$ cat src/rtl/skid_fifo_if.sv
// Ready/valid handshake bundle for skid_fifo: upstream beat in, downstream beat out.
// master = the environment around the buffer, slave = the buffer itself.
interface skid_fifo_if #(
    parameter int WIDTH = 32
);
    logic             valid_in;
    logic             ready_out;
    logic [WIDTH-1:0] data_in;
    logic             valid_out;
    logic             ready_in;
    logic [WIDTH-1:0] data_out;

    modport master (
        output valid_in, data_in, ready_in,
        input  ready_out, valid_out, data_out
    );

    modport slave (
        input  valid_in, data_in, ready_in,
        output ready_out, valid_out, data_out
    );
endinterface

$ cat src/rtl/skid_fifo.sv
// DEPTH-entry elastic ready/valid buffer with occupancy, almost-full and single-cycle flush.
// Define SKID_FIFO_BYPASS_EN for zero-latency fall-through when the buffer is empty.
module skid_fifo #(
    parameter int WIDTH    = 32,
    parameter int DEPTH    = 4,
    parameter int AFULL_TH = 3
) (
    input  logic                         clk,
    input  logic                         rst_n,
    input  logic                         flush_i,
    skid_fifo_if.slave                   bus,
    output logic [$clog2(DEPTH+1)-1:0]   count_o,
    output logic                         almost_full_o
);
    localparam int PTR_W = $clog2(DEPTH);
    localparam int CNT_W = $clog2(DEPTH+1);
    localparam logic [CNT_W-1:0] FULL_CNT  = CNT_W'(DEPTH);
    localparam logic [CNT_W-1:0] AFULL_CNT = CNT_W'(AFULL_TH);

    logic [WIDTH-1:0] mem_q [DEPTH];
    logic [PTR_W-1:0] wr_ptr_q, wr_ptr_d;
    logic [PTR_W-1:0] rd_ptr_q, rd_ptr_d;
    logic [CNT_W-1:0] count_q, count_d;

    logic empty, full;
    logic push, pop;
    logic wr_en, rd_en;

    // Output view: ready_out comes from registered occupancy only, so it never
    // depends on ready_in and a full buffer cannot take a beat in the cycle it pops.
    always_comb begin
        empty         = (count_q == '0);
        full          = (count_q == FULL_CNT);
        bus.ready_out = !full;
`ifdef SKID_FIFO_BYPASS_EN
        bus.valid_out = empty ? (bus.valid_in && !flush_i) : 1'b1;
        bus.data_out  = empty ? bus.data_in : mem_q[rd_ptr_q];
`else
        bus.valid_out = !empty;
        bus.data_out  = mem_q[rd_ptr_q];
`endif
        count_o       = count_q;
        almost_full_o = (count_q >= AFULL_CNT);
    end

    // A bypassed beat (empty, taken downstream the same cycle) never touches storage.
    always_comb begin
        push  = bus.valid_in  && bus.ready_out && !flush_i;
        pop   = bus.valid_out && bus.ready_in  && !flush_i;
        rd_en = pop && !empty;
        wr_en = push && !(pop && empty);
    end

    // NOTE: every variable assigned in a combinational block gets a default up
    // front so no path leaves it unassigned, which would otherwise infer a latch.
    always_comb begin
        wr_ptr_d = wr_ptr_q;
        rd_ptr_d = rd_ptr_q;
        count_d  = count_q;
        if (flush_i) begin
            wr_ptr_d = '0;
            rd_ptr_d = '0;
            count_d  = '0;
        end else begin
            if (wr_en) wr_ptr_d = wr_ptr_q + PTR_W'(1);
            if (rd_en) rd_ptr_d = rd_ptr_q + PTR_W'(1);
            unique case ({wr_en, rd_en})
                2'b10:   count_d = count_q + CNT_W'(1);
                2'b01:   count_d = count_q - CNT_W'(1);
                default: count_d = count_q;
            endcase
        end
    end

    // NOTE: sequential state uses non-blocking assignments so every flop samples
    // the pre-edge values regardless of block evaluation order.
    always_ff @(posedge clk) begin
        if (!rst_n) begin
            wr_ptr_q <= '0;
            rd_ptr_q <= '0;
            count_q  <= '0;
        end else begin
            wr_ptr_q <= wr_ptr_d;
            rd_ptr_q <= rd_ptr_d;
            count_q  <= count_d;
        end
    end

    // NOTE: the payload array has no reset; a slot is only read after it has been
    // written, so clearing it would cost a reset fan-out for no behavioural gain.
    always_ff @(posedge clk) begin
        if (rst_n && wr_en) begin
            mem_q[wr_ptr_q] <= bus.data_in;
        end
    end

`ifndef SYNTHESIS
    if (DEPTH < 2 || (DEPTH & (DEPTH - 1)) != 0) begin : g_bad_depth
        $error("skid_fifo: DEPTH must be a power of two >= 2");
    end
    if (AFULL_TH < 1 || AFULL_TH > DEPTH) begin : g_bad_afull
        $error("skid_fifo: AFULL_TH must lie in 1..DEPTH");
    end

    a_count_max: assert property (@(posedge clk) disable iff (!rst_n)
        count_q <= FULL_CNT);

    a_no_pop_empty: assert property (@(posedge clk) disable iff (!rst_n)
        !(rd_en && empty));

    a_hold_stable: assert property (@(posedge clk) disable iff (!rst_n)
        (bus.valid_out && !bus.ready_in && !flush_i) |=> $stable(bus.data_out));
`endif

endmodule

$ cat src/flat_wrapper.sv
// flat-port wrapper written by rule: the top's interface ports become plain ports
module skid_fifo_flat 
#(
    parameter int WIDTH    = 32,
    parameter int DEPTH    = 4,
    parameter int AFULL_TH = 3
)
  (clk, rst_n, flush_i, count_o, almost_full_o, bus_valid_in, bus_data_in, bus_ready_in, bus_ready_out, bus_valid_out, bus_data_out);
  skid_fifo_if #(.WIDTH(WIDTH)) bus_i ();
  input  logic clk;
  input  logic rst_n;
  input  logic flush_i;
  output logic [$clog2(DEPTH+1)-1:0] count_o;
  output logic almost_full_o;
  input wire logic [$bits(bus_i.valid_in)-1:0] bus_valid_in;
  input wire logic [$bits(bus_i.data_in)-1:0] bus_data_in;
  input wire logic [$bits(bus_i.ready_in)-1:0] bus_ready_in;
  output wire logic [$bits(bus_i.ready_out)-1:0] bus_ready_out;
  output wire logic [$bits(bus_i.valid_out)-1:0] bus_valid_out;
  output wire logic [$bits(bus_i.data_out)-1:0] bus_data_out;
  assign bus_i.valid_in = bus_valid_in;
  assign bus_i.data_in = bus_data_in;
  assign bus_i.ready_in = bus_ready_in;
  assign bus_ready_out = bus_i.ready_out;
  assign bus_valid_out = bus_i.valid_out;
  assign bus_data_out = bus_i.data_out;
  skid_fifo #(.WIDTH(WIDTH), .DEPTH(DEPTH), .AFULL_TH(AFULL_TH)) u_core (.clk(clk), .rst_n(rst_n), .flush_i(flush_i), .bus(bus_i), .count_o(count_o), .almost_full_o(almost_full_o));
endmodule
$ cat config.mk
export PLATFORM = sky130hd
export DESIGN_NAME = skid_fifo_flat
export DESIGN_NICKNAME = d
export VERILOG_FILES = /design/src/rtl/skid_fifo_if.sv /design/src/rtl/skid_fifo.sv /design/src/flat_wrapper.sv
export SDC_FILE = /design/constraint.sdc
export NUM_CORES = 1
export LEC_CHECK = 0
export BUFFER_PORTS_ARGS = -buffer_cell sky130_fd_sc_hd__buf_4
export CORE_ASPECT_RATIO = 1.5
export CORE_UTILIZATION = 55
export CTS_CLUSTER_SIZE = 20
export DETAILED_ROUTE_END_ITERATION = 8
export PLACE_DENSITY = 0.77
export SLEW_MARGIN = 10
export SYNTH_ARGS = -nofsm -noshare
export SYNTH_HDL_FRONTEND = slang
export SYNTH_SLANG_ARGS = --single-unit
$ cat constraint.sdc
create_clock -name clk -period 2.9 [get_ports clk]
set_input_delay 0.29 -clock clk [delete_from_list [all_inputs] [get_ports clk]]
set_output_delay 0.29 -clock clk [all_outputs]
set_load 0.05 [all_outputs]
# ---- Word-level counts from Yosys, hierarchy flattened
# Memories as Yosys holds them, arrays and structs flattened. A register that Yosys moved wholly into a read port is not among the register bits.
# Index checks and enable logic that the tools add are counted.
dict set report op_classes {
  add_sub_neg 4
  magnitude_cmp 1
  n_mux 5
  bitwise_logic 1
  n_reduce_logical 15
  eq_ne 3
}
# op count
set op_table {}
lappend op_table {{$logic_and 1x1->1} 8}
lappend op_table {{$pmux 3 s2} 1}
lappend op_table {{$add 2x1->2 const B} 2}
lappend op_table {{$logic_not 1->1} 4}
lappend op_table {{$mux 2} 2}
lappend op_table {{$add 3x1->3 const B} 1}
lappend op_table {{$eq 3x3->1 const B} 1}
lappend op_table {{$ge 3x2->1 const B} 1}
lappend op_table {{$logic_not 3->1} 1}
lappend op_table {{$sub 3x1->3 const B} 1}
lappend op_table {{$eq 2x1->1 const B} 1}
lappend op_table {{$eq 2x2->1 const B} 1}
lappend op_table {{$mux 1} 2}
lappend op_table {{$reduce_bool 2->1} 1}
lappend op_table {{$reduce_or 2->1} 1}
lappend op_table {{$not 1->1} 1}
dict set report totals {
  mem_bits_rw 128
  output_inout_bits 38
  wordCells 33
  mem_count 1
  inputBits 37
  regBits 7
}
# name depth word_bits rd rd_clocked_by_memory_dff wr line_no
set mem_list {}
lappend mem_list {u_core.mem_q 4 32 1 1 1 skid_fifo.sv:20} ;# logic [WIDTH-1:0] mem_q [DEPTH];

# ---- Longest topological paths before layout
dict set report logic_depth {
  depth_word 10
  depth_mapped 9
  mapped_depth_nobuf 9
}

# ---- Worst setup path before layout
# Ideal clock, no wire load.
dict set report synth_timing {
  path_type {register to register}
  startpoint {register u_core.count_q[2] (netlist: u_core.count_o[2])}
  endpoint {register u_core.count_q[2] (netlist: u_core.count_o[2])}
  path_stages_with_launch 10
  period_less_slack_ns 2.891
  path_slack_ns 0.009
  arrival_ns 2.820
  t_required_ns 2.829
  setup_ns 0.071
  n_path_buf 0
  cell_sequence {dfxtp_1 or3b_4 and2_4 or2b_1 ha_1 inv_1 fa_1 xor2_1 or3_2 a21oi_1}
}
dict set report synth_via {
  elab_cells_between_ends 18
  cone_classes {add/sub: 2; eq/ne: 3; mux: 1; reduce/logical: 12}
}
# item line_no
set synth_rtl {}
lappend synth_rtl {{start: declaration} skid_fifo.sv:23} ;# logic [CNT_W-1:0] count_q, count_d;
lappend synth_rtl {{start signal: assignment} skid_fifo.sv:85} ;# count_q <= count_d;
lappend synth_rtl {{$eq 3x3->1 (*)} skid_fifo.sv:33} ;# full = (count_q == FULL_CNT);
lappend synth_rtl {{$logic_not 1->1 (*)} skid_fifo.sv:34} ;# bus.ready_out = !full;
lappend synth_rtl {{net bus_ready_out} flat_wrapper.sv:18} ;# output wire logic [$bits(bus_i.ready_out)-1:0] bus_ready_out;
lappend synth_rtl {{$logic_and 1x1->1 (*) (2 in a row)} skid_fifo.sv:48} ;# push = bus.valid_in && bus.ready_out && !flush_i;
lappend synth_rtl {{$logic_and 1x1->1 (*)} skid_fifo.sv:51} ;# wr_en = push && !(pop && empty);
lappend synth_rtl {{$eq 2x1->1 or $eq 2x2->1 (tied branches)} skid_fifo.sv:67} ;# unique case ({wr_en, rd_en})
lappend synth_rtl {{$pmux 3 s2 or $reduce_bool 2->1 (tied branches)} n/a}
# Mark *: on every way through the listed nets, which the timed path passes. The rest lies on a longest branch.
# A chain may end at the register's enable or synchronous reset.

# ---- Worst setup path in the final report
dict set report layout_timing {
  startpoint {register u_core.count_q[2] (netlist: u_core.count_o[2])}
  endpoint {register u_core.count_q[2] (netlist: u_core.count_o[2])}
}
dict set report layout_via {
  elab_chain_cells 9
  elab_cells_between_ends 18
  cone_classes {add/sub: 2; eq/ne: 3; mux: 1; reduce/logical: 12}
}
# item line_no
set layout_rtl {}
lappend layout_rtl {{$logic_not 3->1} skid_fifo.sv:32} ;# empty = (count_q == '0);
lappend layout_rtl {{$logic_not 1->1} {skid_fifo.sv:39, skid_fifo.sv:50}}
lappend layout_rtl {{$logic_and 1x1->1 (2 in a row)} skid_fifo.sv:49} ;# pop = bus.valid_out && bus.ready_in && !flush_i;
lappend layout_rtl {{$logic_and 1x1->1} skid_fifo.sv:51}
lappend layout_rtl {{$logic_not 1->1} skid_fifo.sv:51}
lappend layout_rtl {{$logic_and 1x1->1} skid_fifo.sv:51}
lappend layout_rtl {{$eq 2x1->1 or $eq 2x2->1 (tied branches)} skid_fifo.sv:67}
lappend layout_rtl {{$pmux 3 s2 or $reduce_bool 2->1 (tied branches)} n/a}
# Parallel ways exist; a longest one is shown, timed or not.

==> flow_summary.json <==
{
  "outcome": "finished, final reports clean",
  "whs_ps": 79.9,
  "port_buffers": 74,
  "drc": 0,
  "syn2layout_area_growth_pct": 27.8,
  "yosysSeqAreaShare_pct": 78.7,
  "power_uw": 4720,
  "critPathRequiredTime_ps": 3230,
  "worst_slew_pin_slew_ps": 823,
  "ys_warn_count": 0,
  "gr-usage-all-layers_pct": 19.8,
  "setup_violations": 0,
  "grt_max_degree": 33,
  "antenna_found_initial": 0,
  "ios": 75,
  "drive_above_1_share_pct": 46.5,
  "clk_path_buf_depth": 2,
  "ctsHtreeMaxLevel": 4,
  "cts_tree": "done",
  "grt_pass1_wl_mm": 13.0,
  "rsz0062_at_grt": "no",
  "post-route-min-period_ps": 2610,
  "synthesis.nets": 266,
  "finalCritPeriodShare_pct": 90.0,
  "detail_route.wl_per_cell_um": 19.3,
  "dp_slack_ps": 313,
  "drt-initial-drc-count": 73,
  "skew_ps": 5.58,
  "die-area_sq_mm": 0.00969,
  "worst_slack_ps": 290,
  "synth_cells": 223,
  "clock_latency_ps": 410,
  "drtAntennaViolNets": 0,
  "post-cts-setup-buffers": 0,
  "place.detailed.hpwl_mm": 5.07,
  "layout_commonest_cell": "edfxtp_1",
  "hold_class": "in -> reg",
  "synth_ff_type": "edfxtp_1",
  "num_antenna_cells": 0,
  "p_leak_uw": 0.00224,
  "drt-pass1-iter-count": 4,
  "max_cap_viol_count": 0,
  "ctsRootBufferMaster": "clkbuf_16",
  "powerDensity_mw_per_mm2": 723,
  "syn_area_sq_mm": 0.00511,
  "hold_viol": 0,
  "synth.distinct_cells": 27,
  "synth_edf_count": 128,
  "routed_wl_mm": 8.42,
  "gr-total-overflow": 0,
  "ir_worst_vdd_uv": 670,
  "critPathMaxFanout": 7,
  "clock.fmax_mhz": 383,
  "cts_inserted_buffers": 17,
  "cts_hold_buf": 0,
  "worstSetupPathType": "reg -> reg",
  "die_x_um": 80.7,
  "placedCellCount": 406,
  "final_cell_mix": "edfxtp_1, buf_4, mux4_2",
  "gp_congestion": 0.710,
  "coreArea_sq_mm": 0.00893,
  "num_vias": 2419,
  "cts_resized": 0,
  "routed_via_density": 5.54,
  "initial_core_util_pct": 57.2,
  "grt_pass1_vias": 2602,
  "slew_headroom_pct": 45.1,
  "slew_violations": 0,
  "cts.clk_slew.worst_paths_ps": 50,
  "synth-seq-cells": 137,
  "avgSynthCellArea_sq_um": 22.9,
  "setup_tns_ps": 0,
  "synthArstFlopShare_pct": 0,
  "start_kind": "flop",
  "dieHeight_um": 120,
  "cts.sinks": 137,
  "nets": 358,
  "instances_no_fill": 437,
  "rows": 42,
  "crit_path_end_kind": "flop",
  "cp.arrival_ps": 2930
}
synth_stat cells, types with 2 or more instances:
library cell | count | area, sq um
edfxtp_1 | 128 | 3840
mux4_2 | 32 | 721
dfxtp_1 | 9 | 180
inv_1 | 6 | 22.5
a21oi_1 | 5 | 25.0
ha_1 | 5 | 62.6
and3_2 | 4 | 30.0
nor2_1 | 4 | 15.0
o21ai_0 | 4 | 20.0
buf_1 | 3 | 11.3
buf_4 | 3 | 22.5
nand2b_1 | 2 | 12.5
nand4_1 | 2 | 12.5
or3_1 | 2 | 12.5
xor2_1 | 2 | 17.5
through the flow:
step | utilization, % | instance area [sq um]
after global placement | 65.8 | 5880
after floorplan | - | 5110
final | 73.1 | 6530
after CTS | 73.1 | 6530
after global routing | 73.1 | 6530
after detailed placement | 65.8 | 5880
report_power, final:
part	internal [uW]	leakage, uW	switching, uW	total, uW
sequential	2180	0.00123	7.01	2190
combinational	77.3	0.000694	113	190
clock	1600	0.000313	741	2340
total	3860	0.00224	861	4720
critical path, cell delays in order (launching register included):
cell	delay [ps]
dfxtp_1	400
or3b_4	430
and2_4	190
or2b_1	150
ha_1	170
inv_1	60
fa_1	370
xor2_1	160
or3_2	400
a21oi_1	200
metal layers:
layer  GRT usage [%]  routed length, um
met2            33.6               4720
met3            6.46                373
met1            21.7               3160
met5               0                  0
met4            9.82                164
path summary, 6_finish.rpt:
path                                         start             endpoint  slack, ps  cells after the start
worst max register to register   u_core.count_o[2]    u_core.count_o[2]        290                      9
worst max-delay path             u_core.count_o[2]    u_core.count_o[2]        290                      9
worst min register to register  u_core.rd_ptr_q[1]                 flop        510                      2
worst min-delay path               bus_data_in[31]  u_core.mem_q[2][31]         80                      1
cells by family after synthesis:
family,synth area share (%)
AO/OA/AOI/OAI,1.30
AND/OR/NAND/NOR,2.74
multiplexers,14.1
flip-flops,78.7
adder cells (fa/ha/maj),1.62
XOR/XNOR,0.343
buffers and inverters,1.20
cell type report:
type / instances / area, sq um
repair buffers: 80 / 663
flip-flops and latches: 137 / 4030
clock inverters: 13 / 226
clock buffers: 18 / 429
inverters: 6 / 22.5
well taps: 110 / 138
multi-input cells: 73 / 1030
fillers: 536 / 2400
state kept, by name, summed over array words and instances (netlist names), named ones only:
| register | count |
|---|---|
| u_core.count_o | 3 |
| u_core.rd_ptr_q | 2 |
| u_core.wr_ptr_q | 2 |
| u_core.mem_q | 128 |
Power figures use the tool's default switching activity.
